<file path="src/rtl/mem_wb_stage.sv">
// rtl/mem_wb_stage.sv - MEM/WB pipeline register with load-data extraction; MEM_WB_INSTRET_EN adds o_instret
module mem_wb_stage #(
    parameter logic [31:0] RESET_INST = 32'h0000_0013
) (
    input  logic        i_clk,
    input  logic        i_reset,
    input  logic [31:0] i_mem_inst,
    input  logic [31:0] i_mem_pc_add4,
    input  logic [31:0] i_mem_alu_data,
    input  logic [31:0] i_mem_ld_raw,
    input  logic [1:0]  i_mem_wb_sel,
    input  logic        i_mem_rd_wren,
    input  logic        i_mem_valid,
    input  logic        i_stall,
    input  logic        i_flush,
    output logic [31:0] o_wb_inst,
    output logic [31:0] o_wb_pc_add4,
    output logic [31:0] o_wb_alu_data,
    output logic [31:0] o_wb_ld_data,
    output logic [1:0]  o_wb_wb_sel,
    output logic        o_wb_rd_wren,
    output logic        o_wb_valid
`ifdef MEM_WB_INSTRET_EN
    ,
    output logic [31:0] o_instret
`endif
);

    logic [31:0] inst_q, inst_d;
    logic [31:0] pc_add4_q, pc_add4_d;
    logic [31:0] alu_data_q, alu_data_d;
    logic [31:0] ld_data_q, ld_data_d;
    logic [1:0]  wb_sel_q, wb_sel_d;
    logic        rd_wren_q, rd_wren_d;
    logic        valid_q, valid_d;

    logic [2:0]  funct3;
    logic [1:0]  offset;
    logic [7:0]  ld_byte;
    logic [15:0] ld_half;
    logic [31:0] ld_fmt;

    assign funct3 = i_mem_inst[14:12];
    assign offset = i_mem_alu_data[1:0];

    // Align and extend the raw word before it is registered.
    always_comb begin
        ld_fmt  = i_mem_ld_raw;
        ld_half = offset[1] ? i_mem_ld_raw[31:16] : i_mem_ld_raw[15:0];
        case (offset)
            2'd0:    ld_byte = i_mem_ld_raw[7:0];
            2'd1:    ld_byte = i_mem_ld_raw[15:8];
            2'd2:    ld_byte = i_mem_ld_raw[23:16];
            default: ld_byte = i_mem_ld_raw[31:24];
        endcase
        case (funct3)
            3'b000:  ld_fmt = {{24{ld_byte[7]}}, ld_byte};
            3'b100:  ld_fmt = {24'h0, ld_byte};
            3'b001:  ld_fmt = {{16{ld_half[15]}}, ld_half};
            3'b101:  ld_fmt = {16'h0, ld_half};
            default: ld_fmt = i_mem_ld_raw;
        endcase
    end

    always_comb begin
        inst_d     = inst_q;
        pc_add4_d  = pc_add4_q;
        alu_data_d = alu_data_q;
        ld_data_d  = ld_data_q;
        wb_sel_d   = wb_sel_q;
        rd_wren_d  = rd_wren_q;
        valid_d    = valid_q;
        if (i_flush) begin
            inst_d     = RESET_INST;
            pc_add4_d  = 32'h0;
            alu_data_d = 32'h0;
            ld_data_d  = 32'h0;
            wb_sel_d   = 2'b01;
            rd_wren_d  = 1'b0;
            valid_d    = 1'b0;
        end else if (!i_stall) begin
            inst_d     = i_mem_inst;
            pc_add4_d  = i_mem_pc_add4;
            alu_data_d = i_mem_alu_data;
            ld_data_d  = ld_fmt;
            wb_sel_d   = i_mem_wb_sel;
            rd_wren_d  = i_mem_rd_wren && i_mem_valid && (i_mem_inst[11:7] != 5'd0);
            valid_d    = i_mem_valid;
        end
    end

    always_ff @(posedge i_clk) begin
        if (!i_reset) begin
            inst_q     <= RESET_INST;
            pc_add4_q  <= 32'h0;
            alu_data_q <= 32'h0;
            ld_data_q  <= 32'h0;
            wb_sel_q   <= 2'b01;
            rd_wren_q  <= 1'b0;
            valid_q    <= 1'b0;
        end else begin
            inst_q     <= inst_d;
            pc_add4_q  <= pc_add4_d;
            alu_data_q <= alu_data_d;
            ld_data_q  <= ld_data_d;
            wb_sel_q   <= wb_sel_d;
            rd_wren_q  <= rd_wren_d;
            valid_q    <= valid_d;
        end
    end

    assign o_wb_inst     = inst_q;
    assign o_wb_pc_add4  = pc_add4_q;
    assign o_wb_alu_data = alu_data_q;
    assign o_wb_ld_data  = ld_data_q;
    assign o_wb_wb_sel   = wb_sel_q;
    assign o_wb_rd_wren  = rd_wren_q;
    assign o_wb_valid    = valid_q;

`ifdef MEM_WB_INSTRET_EN
    logic [31:0] instret_q, instret_d;

    // Only a normal capture of a real instruction retires it.
    always_comb begin
        instret_d = instret_q;
        if (!i_flush && !i_stall && i_mem_valid)
            instret_d = instret_q + 32'd1;
    end

    always_ff @(posedge i_clk) begin
        if (!i_reset)
            instret_q <= 32'h0;
        else
            instret_q <= instret_d;
    end

    assign o_instret = instret_q;
`endif

endmodule

</file>
<file path="config.mk">
export PLATFORM = sky130hd
export DESIGN_NAME = mem_wb_stage
export DESIGN_NICKNAME = d
export VERILOG_FILES = /design/src/rtl/mem_wb_stage.sv
export SDC_FILE = /design/constraint.sdc
export NUM_CORES = 1
export LEC_CHECK = 0
export CORE_MARGIN = 4
export CORE_UTILIZATION = 36
export CTS_CLUSTER_SIZE = 30
export DETAILED_ROUTE_END_ITERATION = 10
export GPL_ROUTABILITY_DRIVEN = 0
export HOLD_SLACK_MARGIN = 0.1
export PLACE_DENSITY = 0.83
export REMOVE_ABC_BUFFERS = 1
export SYNTH_ARGS = -nofsm -noshare
export SYNTH_HDL_FRONTEND = slang
export SYNTH_SLANG_ARGS = --single-unit
</file>
<file path="constraint.sdc">
create_clock -name i_clk -period 1.3 [get_ports i_clk]
set_input_delay 0.13 -clock i_clk [delete_from_list [all_inputs] [get_ports i_clk]]
set_output_delay 0.13 -clock i_clk [all_outputs]
set_load 0.01 [all_outputs]
</file>
==> impl_results.md, run 1 <==
* First-pass GRT wire length at 27.3 mm
* Fin crit share at 96.9%
* Avg Cell Area, Syn at 9.68 sq um
* Share of cells above drive strength 1 at 11.1%
* Commonest non-fill, non-tap cell in the layout: dlygate4sd2_1
* CTS tree: yes
* Clock latency on the worst-skew pair at 0.40 ns
* Fill cells at 1170
* Crit path cell chain: clkdlybuf4s50_1 -> or4b_2 -> o21ai_0 -> a221o_1 -> a21oi_1
* Via Count at 5101
* WL/cell at 17.3 microns
* FF/Latch Area at 0.00264 sq mm
* Pleak at 4.26 nW
* Vias per cell at 5.01
* H-tree depth at 4
* WP data required at 1.60 ns
* Share of the synthesized area in the top cell type at 51.3%
* Pwr dens at 1180 mW/mm^2
* Critical path's slowest cell: or4b_2
* Max FO, Critical Path at 2
* Adder-cell area share of the yosys netlist at 0%
* Largest net degree at the start of global routing at 34
* Post-synth top flop: dfxtp_1
* Area delta synth->final at 70.8%
* GRT Util Overall at 21.3%
* Die area at 0.0163 sq mm
* Final setup violation count at 0
* Critical path launch point: i_mem_ld_raw[13]
* Simple-Gate Fraction of Synth Area at 12.3%
* Mux contribution to synthesized area at 20.7%
* Crit end category: register
* Root Buffer: clkbuf_16
* IO Port Bufs at 267
* Tmin final at 1.26 ns
* Synth cell types at 34
* Worst Setup Start Kind: input pin
* Hold WC Path Type: in -> reg
* Nets at 962
* Die Y at 128 microns
* Longest Clk Path Bufs at 2
* Synth Area in Compound Gates at 11.8%
* Status: complete, no violations
* RSZ-0062 raised after global routing: false
* Initial antenna violation count at 0
* Worst Hold Launch: i_mem_ld_raw[7]
* # placed instances at 984
* ANT cells at 0
* Yosys reg bits at 132
* Max Cap Violations at 0
* Area of the multi-input gates at 0.00232 sq mm
* Crit Path Class: in -> reg
* Post-synth EDFFs at 0
* Rel. slew slack at 77.5%
* Final wirelength at 17.7 mm
* ANT nets after route at 0
* Hold Slack at 0.150 ns
* Clk slew on worst S/H paths at 0.05 ns
* CP arrival at 1.56 ns
* Hpwl dp at 13.3 mm
* Worst vdd ir at 0.000735 V
* Fin cells at 1018
* Largest family of logic cells by synthesized area: multiplexers
* Pre-antenna DRT Iters at 4
* Number of buffers and inverters on the critical path at 1
* Boundary Pins at 268
* Power Total at 0.0104 W
* Core box area at 0.0139 sq mm
* Mapped cell area at 0.00515 sq mm
* Worst R2R Start: o_wb_ld_data[1]$_SDFFE_PP0N_
* Final Hold Viols at 0
* Layout Skew at 0 ns
* Register area share after synthesis at 51.3%
* Worst-Margin Slew at 0.334 ns
* Fmax at 794 MHz
* Max incr delay on CP at 0.63 ns
* Chip Width at 128 microns
* Warnings, synthesis at 0
* CP delay by family, top: simple AND/OR/NAND/NOR gates
* Initial core utilization at 36.9%
* Asr flop ratio synth at 0%
* DRC viols at 0
* Post-Synth XOR/XNOR Area at 0%
* Synthesized instance count at 532
* Clock sinks at 132
* Most frequent cells in the layout: dlygate4sd2_1, dfxtp_1, clkdlybuf4s50_1
* Row cnt at 43
* Slew Viols, Final at 0
* Main area contributors after synthesis: dfxtp_1, mux2i_1, nor2_1
* Grt total ovfl at 0
* Vias in the first global route at 5309
* Cts bufs inserted at 17
* DR iter-0 viols at 248
* Area leader, netlist: dfxtp_1
-- synthesized netlist by cell type, types with 3 or more instances --
library cell  count
buf_2            12
a22oi_1           6
o211ai_1          4
nand3_1           4
a211oi_1          3
buf_1             5
nor2b_1           6
o21ai_0          31
nand2_1          35
o211a_1           3
dfxtp_1         132
a31o_2            5
mux2i_1          99
inv_1             3
nor2_1           98
clkbuf_1         23
a22o_1            5
a21oi_1          34
nor3_1            6
-- logic make-up (layout without fill, tap and decap cells) --
logic type      after synthesis  in the layout
compound gates               97             97
buf+inv                      46            352
flops                       132            132
mux                         102            102
simple gates                155            155
-- routing by layer --
layer  vias to the layer above  routed length [microns]  track usage [%]
li1                       2428                        -                -
met2                       271                     8750             36.6
met1                      2373                     6540             23.1
met4                         0                      406             8.93
met3                        29                     1970             8.90
met5                         -                        0                0
-- report_power, final --
group	total, W	internal, W	switching, W
combinational	0.00153	0.000873	0.000656
clock	0.00457	0.00286	0.00171
sequential	0.00427	0.00419	0.0000741
total	0.0104	0.00793	0.00244
-- sequential cells by signal, summed over array words and instances (netlist names) --
signal         flops
o_wb_alu_data     32
o_wb_inst         32
o_wb_ld_data      32
o_wb_pc_add4      32
o_wb_rd_wren       1
o_wb_valid         1
o_wb_wb_sel        2
-- what timing repair did --
item	CTS	global route
resized for setup	135	8
hold buffers	0	2
pin swaps	1	2
setup endpoints to repair	162	25
hold endpoints to repair	0	2
cloned	0	0
setup buffers	1	0
-- final cells by class --
type                       instances  share of cell area [%]
clock inverter                     8                   0.854
tap                              180                    2.56
multi-input combinational        354                    26.4
clock buffer                      23                    5.66
inverter                           4                   0.171
sequential                       132                    30.1
timing repair buffer             317                    34.3
-- per-stage QoR --
step,util (%),instance area (sq um),setup TNS [ns],setup WS [ns]
finish,63.1,8790,0,0.0405
floorplan,-,4960,-86.88,-0.851
CTS,62.8,8750,0,0.0237
global placement,59.8,8340,-15.47,-0.500
detailed placement,59.8,8340,-16.47,-0.535
global route,63.1,8790,0,0.0137
-- path summary, 6_finish.rpt --
check                                       to  slack [ns]  depth (start not counted)
hold reg to reg      o_wb_inst[0]$_SDFFE_PP1N_        0.47                          2
setup / recovery  o_wb_ld_data[5]$_SDFFE_PP0N_        0.04                          5
hold / removal    o_wb_ld_data[7]$_SDFFE_PP0N_        0.15                          3
setup reg to reg  o_wb_ld_data[1]$_SDFFE_PP0N_        0.54                          2
-- worst reg2reg max path: cells and delay by family, from the launching register on --
family             cells  cell delay [ns]
AOI/OAI and AO/OA      2             0.34
DFF                    1             0.33
Note: power is estimated with default switching activity, not from simulation.
==> inputs of run 2 (changes only) <==
--- a/config.mk
+++ b/config.mk
@@ -7,6 +7,7 @@
 export LEC_CHECK = 0
 export CORE_MARGIN = 4
 export CORE_UTILIZATION = 36
+export CTS_BUF_LIST = sky130_fd_sc_hd__clkbuf_16
 export CTS_CLUSTER_SIZE = 30
 export DETAILED_ROUTE_END_ITERATION = 10
 export GPL_ROUTABILITY_DRIVEN = 0
==> run 2 against run 1 <==
  * Die area did not move
  * Global-route usage rose by 0.21 points
  * Sequential share of layout area rose by 0.22 points
  * Via count rose by 0.47%
  * First-iteration DRC count rose by 8.5%
  * Final cell count barely moved
  * Clock power fell by 6.3%
  * Count of clock-buffer cells in the layout fell by 6
  * Utilization fell by 0.46 points
  * Final area fell by 0.73%
  * Setup slack improved by 0.0020 ns
  * Hold slack improved by 0.0081 ns
==> impl_results.md, run 2 (synthesized netlist as in run 1, its figures left out) <==
* CTS tree: yes
* Die Y at 128 microns
* Initial core utilization at 36.9%
* ANT cells at 0
* Hold bufs inserted after CTS at 0
* H-tree depth at 4
* Worst Setup Start Kind: input pin
* Share of cells above drive strength 1 at 10.8%
* Worst R2R Start: o_wb_ld_data[1]$_SDFFE_PP0N_
* Via Count at 5125
* Worst vdd ir at 0.000735 V
* Boundary Pins at 268
* WL/cell at 17.6 microns
* Final Hold Viols at 0
* Fmax at 795 MHz
* Max incr delay on CP at 0.55 ns
* Vias in the first global route at 5308
* Crit Path Class: in -> reg
* RSZ-0062 raised after global routing: false
* Clock latency on the worst-skew pair at 0.41 ns
* Row cnt at 43
* Nets at 961
* Pre-antenna DRT Iters at 4
* WP data required at 1.59 ns
* DRC viols at 0
* Internal reg-to-reg setup slack at 0.54 ns
* Fill cells at 1195
* Clk slew on worst S/H paths at 0.05 ns
* CP delay by family, top: compound AO/OA/AOI/OAI gates
* Placed cell area at 0.00834 sq mm
* Clock sinks at 132
* Max FO, Critical Path at 3
* DR iter-0 viols at 269
* Root Buffer: clkbuf_16
* Layout Skew at 0 ns
* Hold path cells at 3
* Longest Clk Path Bufs at 2
* ANT nets after route at 0
* Fin crit share at 96.7%
* CP arrival at 1.55 ns
* Most frequent cells in the layout: dlygate4sd2_1, dfxtp_1, clkdlybuf4s50_1
* Hold WC Path Type: in -> reg
* Core box area at 0.0139 sq mm
* IO Port Bufs at 267
* Hpwl dp at 13.3 mm
* Final wirelength at 17.9 mm
* Commonest non-fill, non-tap cell in the layout: dlygate4sd2_1
* Max Cap Violations at 0
* Hold Slack at 0.158 ns
* Reg-to-Reg End: o_wb_ld_data[1]$_SDFFE_PP0N_
* Critical path's slowest cell: mux4_2
* Number of buffers and inverters on the critical path at 1
* Initial antenna violation count at 0
* Hold EP: o_wb_ld_data[31]$_SDFFE_PP0N_
* Crit end category: register
* Grt total ovfl at 0
* R2R cell count at 2
* Vias per cell at 5.04
* Status: complete, no violations
* Util after Layout at 62.6%
* Pwr dens at 1160 mW/mm^2
* Die area at 0.0163 sq mm
* First-pass GRT wire length at 27.6 mm
* Worst-Margin Slew at 0.332 ns
* GRT Util Overall at 21.5%
* Cts bufs inserted at 17
* Chip Width at 128 microns
* Worst Hold Launch: i_mem_ld_raw[31]
* Crit path cell chain: dlygate4sd2_1 -> mux4_2 -> a31oi_4 -> o211ai_1 -> o211a_1
* Final setup TNS at 0 ns
* Slew Viols, Final at 0
* Final Cell Area at 0.00873 sq mm
* Tmin final at 1.26 ns
* Pleak at 4.21 nW
* Largest net degree at the start of global routing at 34
* Area delta synth->final at 69.6%
* Final setup violation count at 0
* Rel. slew slack at 77.6%
==> run 2: how the worst max path moves through the flow <==
stage / endpoint / from / slack (ns) / depth (start not counted)
after detailed placement: o_wb_ld_data[19]$_SDFFE_PP0N_ / i_mem_alu_data[1] / -0.53 / 5
after global placement: o_wb_ld_data[30]$_SDFFE_PP0N_ / i_mem_alu_data[1] / -0.50 / 5
final: o_wb_ld_data[14]$_SDFFE_PP0N_ / i_mem_alu_data[1] / 0.04 / 5
after CTS: o_wb_ld_data[14]$_SDFFE_PP0N_ / i_mem_ld_raw[15] / 0.02 / 5
after floorplan: o_wb_alu_data[0]$_SDFFE_PP0N_ / i_flush / -0.85 / 2
after global routing: o_wb_ld_data[8]$_SDFFE_PP0N_ / i_mem_alu_data[1] / 0.02 / 6
==> run 2: final cells by class <==
| cell class | count | area (sq um) | share of cell area, % |
|---|---|---|---|
| Timing Repair Buffer | 316 | 3000 | 34.3 |
| Sequential cell | 132 | 2640 | 30.3 |
| Multi-Input combinational cell | 354 | 2330 | 26.6 |
| Clock buffer | 17 | 425 | 4.87 |
| Tap cell | 180 | 225 | 2.58 |
| Clock inverter | 14 | 97.6 | 1.12 |
| Inverter | 4 | 15.0 | 0.172 |
==> run 2: where the power goes <==
group          switching [W]  internal (W)
Clock                0.00173       0.00256
Sequential         0.0000751       0.00419
Combinational       0.000662      0.000872
Total                0.00246       0.00762
==> run 2: routing by layer <==
metal	global-route usage, %	vias to the layer above	share of wire, %
li1	-	2421	-
met1	23.8	2383	38
met2	37.0	273	49
met3	8.40	48	10
met4	8.68	0	2.9
met5	0	-	0
==> run 2: through the flow <==
step / power [W] / setup slack, ns / instances
finish: 0.0101 / 0.0424 / 1017
global route: 0.0105 / 0.0150 / 1017
CTS: 0.0102 / 0.0161 / 1016
detailed placement: 0.00597 / -0.535 / 984
global placement: 0.00594 / -0.500 / 984
floorplan: 0.00486 / -0.851 / 490
==> run 2: tightest hold or removal path, cell delays in order <==
cell and delay, ns:
dlygate4sd2_1 0.26, nand2_1 0.08, a21oi_1 0.05
==> run 2: what timing repair did <==
action,4_1_cts,5_1_grt
setup endpoints to repair,161,12
pin swaps,3,3
gates resized for setup,141,5
setup buffers,1,1
endpoints found under the hold margin,0,0
